`config.mk`:
```
export PLATFORM = sky130hd
export DESIGN_NAME = mem_arbiter
export DESIGN_NICKNAME = d
export VERILOG_FILES = /design/src/rtl/mem_arb_pkg.sv /design/src/rtl/mem_arb_grant.sv /design/src/rtl/mem_arbiter.sv
export SDC_FILE = /design/constraint.sdc
export NUM_CORES = 1
export LEC_CHECK = 0
export BUFFER_PORTS_ARGS = -buffer_cell sky130_fd_sc_hd__buf_4
export CAP_MARGIN = 20
export CORE_MARGIN = 1.5
export CORE_UTILIZATION = 50
export DETAILED_ROUTE_END_ITERATION = 10
export PLACE_DENSITY = 0.84
export SLEW_MARGIN = 5
export SYNTH_ARGS = -nofsm -noshare
export SYNTH_HDL_FRONTEND = slang
export SYNTH_SLANG_ARGS = --single-unit
export TNS_END_PERCENT = 30
```
`constraint.sdc`:
```
create_clock -name clk -period 3.6 [get_ports clk]
set_input_delay 0.18 -clock clk [delete_from_list [all_inputs] [get_ports clk]]
set_output_delay 0.18 -clock clk [all_outputs]
set_load 0.1 [all_outputs]
```
`src/rtl/mem_arb_pkg.sv`:
```
// Shared types and default sizes for the IFU/LSU memory arbiter.
package mem_arb_pkg;

    localparam int ADDR_W_DEF  = 32;
    localparam int DATA_W_DEF  = 32;
    localparam int TIMEOUT_DEF = 256;
    localparam int TIMER_W     = 16;

    typedef enum logic [1:0] {
        ST_IDLE = 2'd0,
        ST_REQ  = 2'd1,
        ST_WAIT = 2'd2,
        ST_RESP = 2'd3
    } state_t;

    typedef enum logic {
        OWN_IFU = 1'b0,
        OWN_LSU = 1'b1
    } owner_t;

endpackage

```
`src/rtl/mem_arb_grant.sv`:
```
// Grant selection between IFU and LSU. MEM_ARB_RR_EN switches simultaneous
// requests from fixed LSU priority to round-robin using a last_grant register.
module mem_arb_grant
    import mem_arb_pkg::*;
(
`ifdef MEM_ARB_RR_EN
    input  logic   clk,
    input  logic   rst_n,
    input  logic   take,
`endif
    input  logic   ifu_valid,
    input  logic   lsu_valid,
    output logic   grant_valid,
    output owner_t grant_owner
);

    assign grant_valid = ifu_valid || lsu_valid;

`ifdef MEM_ARB_RR_EN
    owner_t last_grant;

    // On a tie the side that did not win last time goes first.
    always_comb begin
        grant_owner = OWN_LSU;
        if (!lsu_valid) begin
            grant_owner = OWN_IFU;
        end else if (ifu_valid && (last_grant == OWN_LSU)) begin
            grant_owner = OWN_IFU;
        end
    end

    always_ff @(posedge clk or negedge rst_n) begin
        if (!rst_n) begin
            last_grant <= OWN_IFU;
        end else if (take && grant_valid) begin
            last_grant <= grant_owner;
        end
    end
`else
    assign grant_owner = lsu_valid ? OWN_LSU : OWN_IFU;
`endif

endmodule

```
`src/rtl/mem_arbiter.sv`:
```
// Single-outstanding memory port arbiter for IFU and LSU with a timeout watchdog.
// Optional round-robin tie-breaking is enabled by defining MEM_ARB_RR_EN.
module mem_arbiter
    import mem_arb_pkg::*;
#(
    parameter int ADDR_W      = ADDR_W_DEF,
    parameter int DATA_W      = DATA_W_DEF,
    parameter int TIMEOUT_CYC = TIMEOUT_DEF
) (
    input  logic                clk,
    input  logic                rst_n,
    input  logic                ifu_req_valid,
    output logic                ifu_req_ready,
    input  logic [ADDR_W-1:0]   ifu_req_addr,
    output logic                ifu_rsp_valid,
    output logic [DATA_W-1:0]   ifu_rsp_data,
    output logic                ifu_rsp_err,
    input  logic                lsu_req_valid,
    output logic                lsu_req_ready,
    input  logic [ADDR_W-1:0]   lsu_req_addr,
    input  logic                lsu_req_wen,
    input  logic [DATA_W-1:0]   lsu_req_wdata,
    input  logic [DATA_W/8-1:0] lsu_req_wmask,
    output logic                lsu_rsp_valid,
    output logic [DATA_W-1:0]   lsu_rsp_data,
    output logic                lsu_rsp_err,
    output logic                mem_req_valid,
    input  logic                mem_req_ready,
    output logic [ADDR_W-1:0]   mem_req_addr,
    output logic                mem_req_wen,
    output logic [DATA_W-1:0]   mem_req_wdata,
    output logic [DATA_W/8-1:0] mem_req_wmask,
    input  logic                mem_rsp_valid,
    input  logic [DATA_W-1:0]   mem_rsp_data
);

    localparam logic [TIMER_W-1:0] TIMER_LAST = TIMER_W'(TIMEOUT_CYC - 1);

    state_t              state;
    owner_t              owner;
    logic [TIMER_W-1:0]  timer;
    logic                in_idle;
    logic                grant_valid;
    owner_t              grant_owner;
    logic                timed_out;
    logic                fire;
    logic [DATA_W-1:0]   fire_data;
    logic                fire_err;

    // rst_n gates ready so nothing looks accepted while reset is asserted.
    assign in_idle = rst_n && (state == ST_IDLE);

    mem_arb_grant u_grant (
`ifdef MEM_ARB_RR_EN
        .clk         (clk),
        .rst_n       (rst_n),
        .take        (in_idle),
`endif
        .ifu_valid   (ifu_req_valid),
        .lsu_valid   (lsu_req_valid),
        .grant_valid (grant_valid),
        .grant_owner (grant_owner)
    );

    assign ifu_req_ready = in_idle && grant_valid && (grant_owner == OWN_IFU);
    assign lsu_req_ready = in_idle && grant_valid && (grant_owner == OWN_LSU);

    // >= rather than == so an accept landing on the last cycle cannot leave WAIT unguarded.
    assign timed_out = (timer >= TIMER_LAST);

    always_comb begin
        fire      = 1'b0;
        fire_data = '0;
        fire_err  = 1'b0;
        if (state == ST_REQ) begin
            if (!mem_req_ready && timed_out) begin
                fire     = 1'b1;
                fire_err = 1'b1;
            end
        end else if (state == ST_WAIT) begin
            if (mem_rsp_valid) begin
                fire      = 1'b1;
                fire_data = mem_req_wen ? '0 : mem_rsp_data;
            end else if (timed_out) begin
                fire     = 1'b1;
                fire_err = 1'b1;
            end
        end
    end

    always_ff @(posedge clk or negedge rst_n) begin
        if (!rst_n) begin
            state         <= ST_IDLE;
            owner         <= OWN_IFU;
            timer         <= '0;
            mem_req_valid <= 1'b0;
            mem_req_addr  <= '0;
            mem_req_wen   <= 1'b0;
            mem_req_wdata <= '0;
            mem_req_wmask <= '0;
            ifu_rsp_valid <= 1'b0;
            ifu_rsp_data  <= '0;
            ifu_rsp_err   <= 1'b0;
            lsu_rsp_valid <= 1'b0;
            lsu_rsp_data  <= '0;
            lsu_rsp_err   <= 1'b0;
        end else begin
            ifu_rsp_valid <= fire && (owner == OWN_IFU);
            ifu_rsp_data  <= (fire && (owner == OWN_IFU)) ? fire_data : '0;
            ifu_rsp_err   <= fire && (owner == OWN_IFU) && fire_err;
            lsu_rsp_valid <= fire && (owner == OWN_LSU);
            lsu_rsp_data  <= (fire && (owner == OWN_LSU)) ? fire_data : '0;
            lsu_rsp_err   <= fire && (owner == OWN_LSU) && fire_err;

            case (state)
                ST_IDLE: begin
                    if (grant_valid) begin
                        owner         <= grant_owner;
                        timer         <= '0;
                        mem_req_valid <= 1'b1;
                        state         <= ST_REQ;
                        if (grant_owner == OWN_LSU) begin
                            mem_req_addr  <= lsu_req_addr;
                            mem_req_wen   <= lsu_req_wen;
                            mem_req_wdata <= lsu_req_wdata;
                            mem_req_wmask <= lsu_req_wmask;
                        end else begin
                            mem_req_addr  <= ifu_req_addr;
                            mem_req_wen   <= 1'b0;
                            mem_req_wdata <= '0;
                            mem_req_wmask <= '0;
                        end
                    end
                end
                ST_REQ: begin
                    timer <= timer + 1'b1;
                    if (mem_req_ready) begin
                        mem_req_valid <= 1'b0;
                        state         <= ST_WAIT;
                    end else if (fire) begin
                        mem_req_valid <= 1'b0;
                        state         <= ST_RESP;
                    end
                end
                ST_WAIT: begin
                    timer <= timer + 1'b1;
                    if (fire) begin
                        state <= ST_RESP;
                    end
                end
                default: begin
                    state <= ST_IDLE;
                end
            endcase
        end
    end

endmodule

```
== After elaboration in Yosys (flattened, before gate mapping) ==
Index checks and enable logic that the tools add are counted.
Operators by class
  add/subtract/negate cells: 1
  $lt $le $gt $ge: 1
  equal/unequal tests: 4
  multiplexer cells: 29
  bitwise operators: 2
  reduce and logical (&&, ||, !) cells: 18
Operators by type and width (number)
  two-way mux 32 bit: 8
  one-hot mux 16 bit (2 select lines): 1
  adder 16 x 1 -> 16 bit, second input constant: 1
  >= comparator 16 x 8 -> 1 bit, second input constant: 1
  two-way mux 16 bit: 1
  two-way mux 1 bit: 13
  logical AND 1 bit: 9
  two-way mux 2 bit: 3
  one-hot mux 2 bit (3 select lines): 1
  two-way mux 4 bit: 1
  AND reduction 2 bit: 2
  nonzero test 2 bit: 2
  inequality test 3 bit, second input constant: 1
  AND reduction 3 bit: 1
  equality test 2 x 1 -> 1 bit, second input constant: 1
  equality test 2 bit, second input constant: 1
  logical NOT 2 bit: 1
  inequality test 2 bit, second input constant: 1
  NOT 1 bit: 2
  one-hot mux 1 bit (2 select lines): 1
  OR reduction 2 bit: 1
  logical NOT 1 bit: 1
  logical OR 1 bit: 1
Word-level totals
  register bits after elaboration: 157
  bits of input ports: 139
  output and inout bits: 140
  word-level logic and storage cells: 69

== Logic depth before layout (Yosys ltp) ==
Gate-level depths: netlist (run 1).
  word-level depth: 8
  gate-level depth with buffers: 10
  depth with buffers taken out: 6

== Modules after synthesis ==
Synthesis (run 1) repeated with hierarchy kept, for this count alone.
Unflattened totals
  cell total of the unflattened synthesis: 580
  area total of the unflattened synthesis: 6238.5 um^2
Modules (own cells, without submodules)
  mem_arbiter: times used 1, cells each 578, area an instance 6224.7 um^2
  mem_arb_grant: times used 1, cells each 2, area an instance 13.8 um^2

== Worst setup path before layout (run 1) ==
OpenSTA, ideal clock, no wires.
  path type: register to output
  start: reg state[0]
  end: out ifu_req_ready
  data arrival time: 3.558 ns
  required time: 3.420 ns
  slack: -0.138 ns
  cell stages (with the launch flop): 8
  path buffers: 3
  cell sequence: dfrtp_1 -> inv_1 -> ha_1 -> buf_6 -> o21ai_0 -> clkbuf_1 -> clkbuf_1 -> nor3b_1
Between the ends
  cells in the longest elaborated chain, start to end: 4
Ends and longest elaborated chain
  start: declaration: line mem_arbiter.sv:39  | state_t state;
  start signal: assignment: line mem_arbiter.sv:93  | state <= ST_IDLE;
  start signal: assignment: line mem_arbiter.sv:121  | state <= ST_REQ;
  start signal: assignment: line mem_arbiter.sv:139  | state <= ST_WAIT;
  logical NOT 2 bit: line mem_arbiter.sv:51  | assign in_idle = rst_n && (state == ST_IDLE);
  logical AND 1 bit: line mem_arbiter.sv:51
  logical AND 1 bit (2 in series): line mem_arbiter.sv:65  | assign ifu_req_ready = in_idle && grant_valid && (grant_owner == OWN_IFU);
  end: declaration: line mem_arbiter.sv:13  | output logic ifu_req_ready,
No other way between the ends.

== Worst setup path in the final report (run 1) ==
  start: reg state[0]
  end: out lsu_req_ready
Between the ends
  cells in the longest elaborated chain, start to end: 4
Ends and longest elaborated chain
  logical NOT 2 bit: line mem_arbiter.sv:51
  logical AND 1 bit: line mem_arbiter.sv:51
  logical AND 1 bit (2 in series): line mem_arbiter.sv:66  | assign lsu_req_ready = in_idle && grant_valid && (grant_owner == OWN_LSU);
  end: declaration: line mem_arbiter.sv:19  | output logic lsu_req_ready,
No other way between the ends.

==> results.md, run 1 <==
* Setup crit end: lsu_req_ready
* HPWL Detailed at 12400 um
* Fill count at 700
* Site Rows at 40
* Ports at 279
* Final Util at 80.3%
* RSZ-0062 raised after global routing: no
* Cells after Synth at 590
* Number of global-route vias before repair at 6240
* DR pass1 iterations at 8
* Status: complete, no violations
* Post-Syn Area at 0.00635 mm^2
* FF-to-FF Start: state[0]$_DFFE_PN0P_
* Top_reg_cell synth: dfrtp_1
* Setup_tns at 0 ns
* EDFF count, synth at 0
* Share of post-route cells with drive strength above 1 at 34.4%
* Part of the cycle the worst path needs at 67.1%
* Nets at 1064
* TritonCTS Buffers at 17
* TritonCTS clock tree: yes
* Leak Pwr at 0.00513 uW
* Setup slack, reg-to-reg at 1.37 ns
* CTS root buf: clkbuf_16
* Tightest Pin Transition at 0.963 ns
* Residual DRC at 0
* CTS max path bufs at 2
* NetSw at 4930 uW
* Die area at 0.0134 mm^2
* IO Port Bufs at 278
* GRT overflow at 0
* Area after DPL at 0.00855 mm^2
* Worst-case clock skew at 0.00815 ns
* Clock power share at 20.3%
* Global placement routability congestion at 0.850
* Area Overhead vs Synth at 54.5%
* First-pass GRT wire length at 32700 um
* Total Power at 9300 uW
* Post-DR vias/cell at 5.43
* Crit path from: state[0]$_DFFE_PN0P_
* Worst-Skew Late Latency at 0.43 ns
* CP endpoint kind: output pin
* Switching power share of the total at 53.1%
* Async S/R FF share, synth at 100%
* Worst R2R End: timer[9]$_DFFE_PN0P_
* Worst VDD drop at 581 uV
* Clk slew on worst S/H paths at 0.06 ns
* Startpoint types: register
* Max Clk Rate at 414 MHz
* Top area cells in the synthesized netlist: dfrtp_1, nand2_1, and2_1
* Max Cap Violations at 0
* WL/cell at 19.3 um
* Initial antenna violation count at 0
* CTS sink cnt at 157
* Finish-stage setup viols at 0
* Unique masters post-synth at 40
* Drt total wl at 21300 um
* Synth top area share at 61.9%
* Combinational power share at 53.3%
* Number of max-slew violations in the final report at 0
* Min-delay worst type: in2reg
* Synth Register Bits at 157
* Syn nets at 735
* Area of the multi-input gates at 0.00225 mm^2
* Starting Density at 52.0%
* Die Height at 116 um
* Die Width at 116 um
* Critical path class: reg2out
* Final instance area at 0.00980 mm^2
* Post-Syn Area per Cell at 10.8 um^2
* Power per cell area at 948 mW/mm^2
* Sequential standard cell area at 0.00393 mm^2
* Cell count of the worst reg-to-reg path at 6
* Fin crit period at 2.42 ns
* Final Hold Vio Count at 0
* Seq/Total Area, Yosys at 61.9%
* Largest net degree at the start of global routing at 86
* Core area at 0.0122 mm^2
* CP max FO at 43
* Slew HR at 35.8%
* H-tree depth at 4
* Post-detailed-route count of antenna-violating nets at 0
* Starting DRC count in detailed routing at 572
* Worst Path Required at 3.42 ns
* Final Hold Slack at 0.0146 ns
* Int Power at 4360 uW
* Flop pwr share at 26.5%
* Worst path arrival time at 2.24 ns
* GRT Total Usage at 32.7%
* Synth area leader: dfrtp_1
* Vias at 5984
* Yosys warns at 0
cells in the final DEF, fill, tap and decap left out, drive strengths merged, types with 5 or more instances in the layout:
cell / instances
inv: 5
mux2i: 32
nor3: 5
a21oi: 6
dfrtp: 157
and2: 66
nand3: 42
o21ai: 46
clkbuf: 21
buf: 285
dlygate4sd3: 63
o211ai: 5
ha: 6
nand2: 123
nand4: 5
nor2: 7
stage by stage:
stage                     setup WS (ns)  cells
after floorplan                   0.851    590
after global placement             1.56   1005
after detailed placement           1.44   1005
after CTS                          1.23   1099
after global routing               1.09   1100
final                              1.18   1102
worst min-delay path by stage:
stage | start | end | slack, ns | cells past startpoint
2_1_floorplan | rst_n | ifu_rsp_data[0]$_DFF_PN0_ | -0.12 | 0
3_3_place_gp | rst_n | mem_req_wdata[9]$_DFFE_PN0P_ | 0.04 | 1
3_5_place_dp | rst_n | mem_req_wdata[9]$_DFFE_PN0P_ | 0.05 | 1
4_1_cts | lsu_req_wdata[23] | mem_req_wdata[23]$_DFFE_PN0P_ | 0.002 | 3
5_1_grt | lsu_req_wdata[24] | mem_req_wdata[24]$_DFFE_PN0P_ | 0.02 | 3
6_report | lsu_req_wdata[24] | mem_req_wdata[24]$_DFFE_PN0P_ | 0.01 | 3
registers in the layout, summed over array words and instances (netlist names):
register / count
ifu_rsp_valid: 1
state: 2
lsu_rsp_valid: 1
mem_req_wen: 1
timer: 16
ifu_rsp_data: 32
mem_req_wdata: 32
lsu_rsp_err: 1
owner: 1
lsu_rsp_data: 32
mem_req_addr: 32
ifu_rsp_err: 1
mem_req_wmask: 4
mem_req_valid: 1
power groups by stage:
| stage | clock (uW) | sequential, uW | combinational, uW |
|---|---|---|---|
| global placement | 0 | 2440 | 4740 |
| floorplan | 0 | 5230 | 950 |
| finish | 1880 | 2460 | 4950 |
| global route | 1970 | 2500 | 5160 |
| detailed placement | 0 | 2460 | 4810 |
| CTS | 1880 | 2440 | 4890 |
cells by family (layout without fill, tap and decap cells):
family | count (synthesis) | in the layout | synth area share (%)
adder cells (fa/ha/maj) | 6 | 6 | 1.18
other | 0 | 2 | 0
multiplexers | 32 | 32 | 5.05
buffers and inverters | 43 | 385 | 3.04
AO/OA/AOI/OAI | 74 | 74 | 7.00
AND/OR/NAND/NOR | 278 | 278 | 21.8
flip-flops | 157 | 157 | 61.9
cell type report:
cell class	count	area share, %
antenna	2	0.0510
sequential	157	40.1
multi-input combinational	390	23.0
inverter	5	0.191
tap	168	2.14
clock inverter	11	1.70
timing repair buffer	348	28.3
clock buffer	21	4.59
synthesized netlist by cell type, types with 5 or more instances:
library cell,count
inv_1,5
nor3_1,5
nand2_1,123
dfrtp_1,157
nand4_1,5
ha_1,6
o21ai_0,43
nand3_1,42
and2_1,66
a21oi_1,6
clkbuf_1,30
nor2_1,7
mux2i_1,32
o211ai_1,5
per-layer routing:
layer,GRT usage [%],wire (um),vias to the layer above
met2,56.3,10900,396
met1,37.4,7440,2878
met5,0,0,-
met4,14.0,756,0
met3,11.0,2200,67
li1,-,-,2643
worst max-delay path, stage by stage, from the launching register on:
cell and delay [ns]:
dfrtp_1 0.44, inv_1 0.14, ha_1 0.26, buf_4 0.44
and3_1 0.24, buf_4 0.29
repair_timing:
| action | CTS | global route |
|---|---|---|
| endpoints found under the setup margin | 0 | 0 |
| endpoints found under the hold margin | 111 | 1 |
| hold buffers | 62 | 1 |
| resized for setup | 0 | 0 |
| setup buffers | 0 | 0 |
No activity file was read; power rests on OpenSTA's default activity.
==> run 2: changes to the inputs <==
--- a/config.mk
+++ b/config.mk
@@ -8,9 +8,9 @@
 export BUFFER_PORTS_ARGS = -buffer_cell sky130_fd_sc_hd__buf_4
 export CAP_MARGIN = 20
 export CORE_MARGIN = 1.5
-export CORE_UTILIZATION = 50
+export CORE_UTILIZATION = 43
 export DETAILED_ROUTE_END_ITERATION = 10
-export PLACE_DENSITY = 0.84
+export PLACE_DENSITY = 0.77
 export SLEW_MARGIN = 5
 export SYNTH_ARGS = -nofsm -noshare
 export SYNTH_HDL_FRONTEND = slang
==> constraint.sdc (replaced) <==
create_clock -name clk -period 2 [get_ports clk]
set_input_delay 0.1 -clock clk [delete_from_list [all_inputs] [get_ports clk]]
set_output_delay 0.1 -clock clk [all_outputs]
set_load 0.1 [all_outputs]
==> run 2 against run 1 <==
Clock power grew 69%. Count of clock-buffer cells in the layout is the same. Clock skew increased by 0.0025 ns. Register-to-register slack lost 1.2 ns. Highest routed layer unchanged.
==> results.md, run 2 (synthesized netlist as in run 1, its figures left out) <==
* CTS sink cnt at 157 (unchanged)
* Die Height at 124 um (was 116 um)
* Met2 wire length at 11400 um (was 10900 um)
* Crit-path cells: inv_2, ha_4, buf_12, o21ai_4, nor3b_4, buf_12 (was inv_1, ha_1, buf_4, and3_1, buf_4)
* Worst-case clock skew at 0.0107 ns (was 0.00815 ns)
* CP max FO at 12 (was 43)
* Fin crit period at 1.91 ns
* Die Width at 124 um (was 116 um)
* CTS max path bufs at 2 (unchanged)
* Max Cap Violations at 0 (unchanged)
* Critical Path Max Stage Delay at 0.44 ns (about the same)
* Power per cell area at 1630 mW/mm^2 (was 948 mW/mm^2)
* CP endpoint kind: output pin (unchanged)
* CP max stage cell: dfrtp_2 (was dfrtp_1)
* WL/cell at 18.8 um (was 19.3 um)
* Area Overhead vs Synth at 65.8% (was 54.5%)
* Core area at 0.0145 mm^2 (was 0.0122 mm^2)
* GRT Total Usage at 29.1% (was 32.7%)
* Starting Density at 43.8% (was 52.0%)
* Residual DRC at 0 (unchanged)
* Part of the cycle the worst path needs at 95.5%
* Drt total wl at 22200 um (was 21300 um)
* Min-delay worst type: in2reg (unchanged)
* Worst-Skew Late Latency at 0.42 ns (was 0.43 ns)
* TritonCTS clock tree: yes (unchanged)
* Number of max-slew violations in the final report at 0 (unchanged)
* Largest net degree at the start of global routing at 147 (was 86)
* Die area at 0.0155 mm^2 (was 0.0134 mm^2)
* GRT overflow at 0 (unchanged)
* TritonCTS Buffers at 17 (unchanged)
* Leak Pwr at 0.00544 uW (was 0.00513 uW)
* Critical Path Most Common Cell: buf_12 (was buf_4)
* CP top delay family: buffers and inverters (unchanged)
* Most frequent cells in the layout: buf_4, dfrtp_1, nand2_1 (unchanged)
* Global placement routability congestion at 0.785 (was 0.850)
* Fill count at 897 (was 700)
* Starting DRC count in detailed routing at 481 (was 572)
* Critical path class: reg2out (unchanged)
* Final WS setup at 0.0905 ns (was 1.18 ns)
* Status: complete, no violations (unchanged)
* Layout Cells excl Fill at 1181 (was 1102)
* Tightest Pin Transition at 0.832 ns (was 0.963 ns)
* Post-DR vias/cell at 5.18 (was 5.43)
* HPWL Detailed at 12300 um (was 12400 um)
* Share of post-route cells with drive strength above 1 at 34.0% (was 34.4%)
* Vias at 6120 (was 5984)
* Max Clk Rate at 524 MHz
* Finish-stage setup viols at 0 (unchanged)
* Setup_tns at 0 ns (unchanged)
* Ports at 279 (unchanged)
* Startpoint types: register (unchanged)
* Commonest non-fill, non-tap cell in the layout: buf_4 (unchanged)
* Place WS at 0.0216 ns (was 1.44 ns)
* Clk slew on worst S/H paths at 0.06 ns (about the same)
* CTS root buf: clkbuf_16 (unchanged)
* Met3 WL at 1930 um (was 2200 um)
* Final Hold Vio Count at 0 (unchanged)
* First-pass GRT wire length at 35100 um (was 32700 um)
* M1 WL at 8020 um (was 7440 um)
* Worst VDD drop at 1370 uV (was 581 uV)
* Number of global-route vias before repair at 6461 (was 6240)
* Post-detailed-route count of antenna-violating nets at 0 (unchanged)
* IO Port Bufs at 278 (unchanged)
* WP buf/inv at 3 (unchanged)
* Initial antenna violation count at 1 (was 0)
* Nets at 1128 (was 1064)
* Slew HR at 44.6% (was 35.8%)
* Area after DPL at 0.00868 mm^2 (was 0.00855 mm^2)
* Final instance area at 0.0105 mm^2 (was 0.00980 mm^2)
* RSZ-0062 raised after global routing: no (unchanged)
* H-tree depth at 4 (unchanged)
* Worst Path Required at 1.90 ns (was 3.42 ns)
* DR pass1 iterations at 5 (was 8)
* Placed instance count at 1029 (was 1005)
* Worst path arrival time at 1.81 ns (was 2.24 ns)
* Max layer used: met4 (unchanged)
* Site Rows at 44 (was 40)
## run 2: timing repair
item	CTS	global route
buffers inserted	1	1
hold endpoints to repair	263	0
gates resized for setup	4	4
endpoints found under the setup margin	1	62
gates cloned	1	1
hold buffers	115	0
## run 2: area by class of cell
| cell class | instances | area (um^2) | area share (%) |
|---|---|---|---|
| inverter | 5 | 18.8 | 0.178 |
| antenna | 1 | 2.50 | 0.0238 |
| tap | 184 | 230 | 2.19 |
| clock buffer | 21 | 470 | 4.47 |
| sequential | 157 | 3930 | 37.4 |
| timing repair buffer | 412 | 3480 | 33.1 |
| multi-input combinational | 390 | 2270 | 21.6 |
| clock inverter | 11 | 110 | 1.05 |
## run 2: layer usage
metal	vias up	track usage (%)
met5	-	0
met4	0	13.3
met3	64	9.54
met2	307	50.4
met1	2979	32.4
li1	2770	-
## run 2: path summary, 6_finish.rpt
path	start	to	slack (ns)	cells past startpoint
max in group asynchronous	rst_n	mem_req_addr[18]$_DFFE_PN0P_	0.86	3
worst min register to register	mem_req_wdata[11]$_DFFE_PN0P_	mem_req_wdata[11]$_DFFE_PN0P_	0.47	2
worst min-delay path	ifu_req_addr[2]	mem_req_addr[2]$_DFFE_PN0P_	0.005	3
worst max-delay path	state[0]$_DFFE_PN0P_	ifu_req_ready	0.09	6
min in group asynchronous	rst_n	mem_req_wdata[16]$_DFFE_PN0P_	0.09	2
worst max register to register	state[0]$_DFFE_PN0P_	lsu_rsp_data[20]$_DFF_PN0_	0.19	7
## run 2: per-stage QoR
step | power, uW | util [%] | hold WS, ns
2_1_floorplan | 11200 | - | -0.196
3_3_place_gp | 13200 | 59.9 | -0.0621
3_5_place_dp | 13300 | 59.9 | -0.0599
4_1_cts | 16800 | 72.3 | 0.000104
5_1_grt | 17700 | 72.6 | 0.0139
6_report | 17100 | 72.6 | 0.00479
## run 2: worst min-delay path: stages
cell and delay, ns:
buf_4 0.08, mux2i_1 0.04, o21ai_0 0.16
## run 2: report_power, final
| group | internal [uW] | total [uW] | switching, uW |
|---|---|---|---|
| Combinational | 2230 | 9530 | 7300 |
| Sequential | 3930 | 4410 | 481 |
| Clock | 1830 | 3180 | 1350 |
==> run 3: changes to the inputs <==
--- a/config.mk
+++ b/config.mk
@@ -11,6 +11,7 @@
 export CORE_UTILIZATION = 43
 export DETAILED_ROUTE_END_ITERATION = 10
 export PLACE_DENSITY = 0.77
+export SETUP_SLACK_MARGIN = 0.4
 export SLEW_MARGIN = 5
 export SYNTH_ARGS = -nofsm -noshare
 export SYNTH_HDL_FRONTEND = slang
==> run 3 against run 2 <==
Sequential power about the same. Highest routed layer unchanged. Power rose by 5.5%. Cell area increased by 6.6%. Critical path depth stayed put. The flow now finishes with violations (hold timing). Largest power group unchanged. Global-route usage rose by 1.4 points. Sequential cell count unchanged. Combinational power up 10%.
==> results.md, run 3 (synthesized netlist as in run 1, its figures left out) <==
* Post-detailed-route count of antenna-violating nets at 0 (unchanged)
* Startpoint types: register (unchanged)
* Fin crit period at 1.79 ns (was 1.91 ns)
* WL/cell at 19.0 um (was 18.8 um)
* Status: finished with violations (was complete, no violations)
* Power per cell area at 1610 mW/mm^2 (was 1630 mW/mm^2)
* Die Height at 124 um (unchanged)
* DR pass1 iterations at 5 (unchanged)
* RSZ-0062 raised after global routing: yes (was no)
* CTS root buf: clkbuf_16 (unchanged)
* TritonCTS Buffers at 17 (unchanged)
* Ports at 279 (unchanged)
* Cell count of the worst reg-to-reg path at 8 (was 7)
* Fill count at 840 (was 897)
* Final Hold Vio Count at 1 (was 0)
* Final Hold Slack at -0.00221 ns (was 0.00479 ns)
* Leak Pwr at 0.00575 uW (was 0.00544 uW)
* FF-to-FF Start: state[0]$_DFFE_PN0P_ (unchanged)
* Failing checks: hold timing
* Setup_tns at 0 ns (unchanged)
* First-pass GRT wire length at 36600 um (was 35100 um)
* Drt total wl at 23400 um (was 22200 um)
* Commonest non-fill, non-tap cell in the layout: buf_4 (unchanged)
* Site Rows at 44 (unchanged)
* Initial antenna violation count at 0 (was 1)
* Core area at 0.0145 mm^2 (unchanged)
* Endpoint, Worst Hold: mem_req_addr[31]$_DFFE_PN0P_ (was mem_req_addr[2]$_DFFE_PN0P_)
* Critical path class: reg2out (unchanged)
* Setup slack, reg-to-reg at 0.23 ns (was 0.19 ns)
* Number of global-route vias before repair at 6752 (was 6461)
* GRT overflow at 0 (unchanged)
* Die area at 0.0155 mm^2 (unchanged)
* Vias at 6279 (was 6120)
* HPWL Detailed at 12100 um (was 12300 um)
* Worst-case clock skew at 0.00922 ns (was 0.0107 ns)
* Global placement routability congestion at 0.809 (was 0.785)
* Nets at 1175 (was 1128)
* Final Util at 77.5% (was 72.6%)
* Part of the cycle the worst path needs at 89.4% (was 95.5%)
* Worst-Skew Late Latency at 0.43 ns (was 0.42 ns)
* Clk slew on worst S/H paths at 0.07 ns (was 0.06 ns)
* Area after DPL at 0.00871 mm^2 (was 0.00868 mm^2)
* CP max FO at 4 (was 12)
* Worst VDD drop at 1300 uV (was 1370 uV)
* Share of post-route cells with drive strength above 1 at 37.8% (was 34.0%)
* Hold path depth at 3 (unchanged)
* Post-DR vias/cell at 5.12 (was 5.18)
* Worst path arrival time at 1.69 ns (was 1.81 ns)
* Hold_sp: ifu_req_addr[31] (was ifu_req_addr[2])
* Finish-stage setup viols at 0 (unchanged)
* Final instance area at 0.0112 mm^2 (was 0.0105 mm^2)
* Slew HR at 62.0% (was 44.6%)
* CTS max path bufs at 2 (unchanged)
* Tightest Pin Transition at 0.571 ns (was 0.832 ns)
* Max Cap Violations at 0 (unchanged)
* Starting DRC count in detailed routing at 354 (was 481)
* Ant. Diodes at 0 (was 1)
* Sequential standard cell area at 0.00393 mm^2 (unchanged)
* Total Power at 18100 uW (was 17100 uW)
* Area of the multi-input gates at 0.00243 mm^2 (was 0.00227 mm^2)
* IO Port Bufs at 278 (unchanged)
* Area Overhead vs Synth at 76.7% (was 65.8%)
* Max Clk Rate at 559 MHz (was 524 MHz)
* Residual DRC at 0 (unchanged)
* GRT Total Usage at 30.4% (was 29.1%)
* Die Width at 124 um (unchanged)
* Worst R2R End: lsu_rsp_data[2]$_DFF_PN0_ (was lsu_rsp_data[20]$_DFF_PN0_)
* Number of max-slew violations in the final report at 0 (unchanged)
* Min-delay worst type: in2reg (unchanged)
* Most frequent cells in the layout: buf_4, dfrtp_1, dlygate4sd3_1 (was buf_4, dfrtp_1, nand2_1)
* TritonCTS clock tree: yes (unchanged)
* Starting Density at 43.8% (unchanged)
* CTS sink cnt at 157 (unchanged)
* CP endpoint kind: output pin (unchanged)
* H-tree depth at 4 (unchanged)
* Worst Path Required at 1.90 ns (about the same)
* Largest net degree at the start of global routing at 106 (was 147)
-- run 3: cell count changes in the layout (fill, tap and decap cells not counted), moves of 3 or more --
cell,delta
o21ai_0,-4
buf_6,+4
buf_12,+4
buf_16,+4
o21ai_1,+3
inv_6,+3
dlygate4sd3_1,+11
buf_4,+22
-- run 3: routing by layer --
metal / wire length [um] / global-route usage [%]
met1: 8780 / 34.6
met2: 11900 / 52.2
met3: 1710 / 8.98
met4: 968 / 15.2
met5: 0 / 0
-- run 3: cell type report --
class,instances,share of cell area [%]
clock buffers,19,3.95
clock inverters,13,1.18
flip-flops and latches,157,35.0
well taps,184,2.05
repair buffers,458,35.9
multi-input cells,391,21.7
inverters,5,0.201
-- run 3: per-stage QoR --
step	instances	worst slack (ns)
global placement	1028	0.119
detailed placement	1028	0.0114
floorplan	590	-0.0590
CTS	1211	0.209
finish	1227	0.212
global route	1227	0.149
-- run 3: where the power goes --
group | switching, uW | internal [uW]
combinational | 7570 | 2910
sequential | 473 | 3930
clock | 1410 | 1780
-- run 3: timing repair --
action | CTS | global route
setup buffers | 20 | 14
pin swaps | 4 | 6
endpoints found under the hold margin | 287 | 1
endpoints found under the setup margin | 152 | 143
hold buffers | 125 | 1
gates resized for setup | 38 | 16
cloned | 6 | 1
-- run 3: how the worst max path moves through the flow --
stage,start,end,slack (ns)
after CTS,state[0]$_DFFE_PN0P_,ifu_req_ready,0.21
final,state[0]$_DFFE_PN0P_,ifu_req_ready,0.21
after floorplan,state[1]$_DFFE_PN0P_,ifu_req_ready,-0.06
after global placement,state[0]$_DFFE_PN0P_,timer[11]$_DFFE_PN0P_,0.12
after detailed placement,state[0]$_DFFE_PN0P_,timer[10]$_DFFE_PN0P_,0.01
after global routing,state[1]$_DFFE_PN0P_,ifu_req_ready,0.15
-- run 3: critical path, cell delays in order, from the launching register on --
cell and delay, ns:
dfrtp_1 0.39, inv_2 0.09, ha_4 0.15, buf_12 0.11, o21ai_4 0.07, nor3b_4 0.23, buf_12 0.21
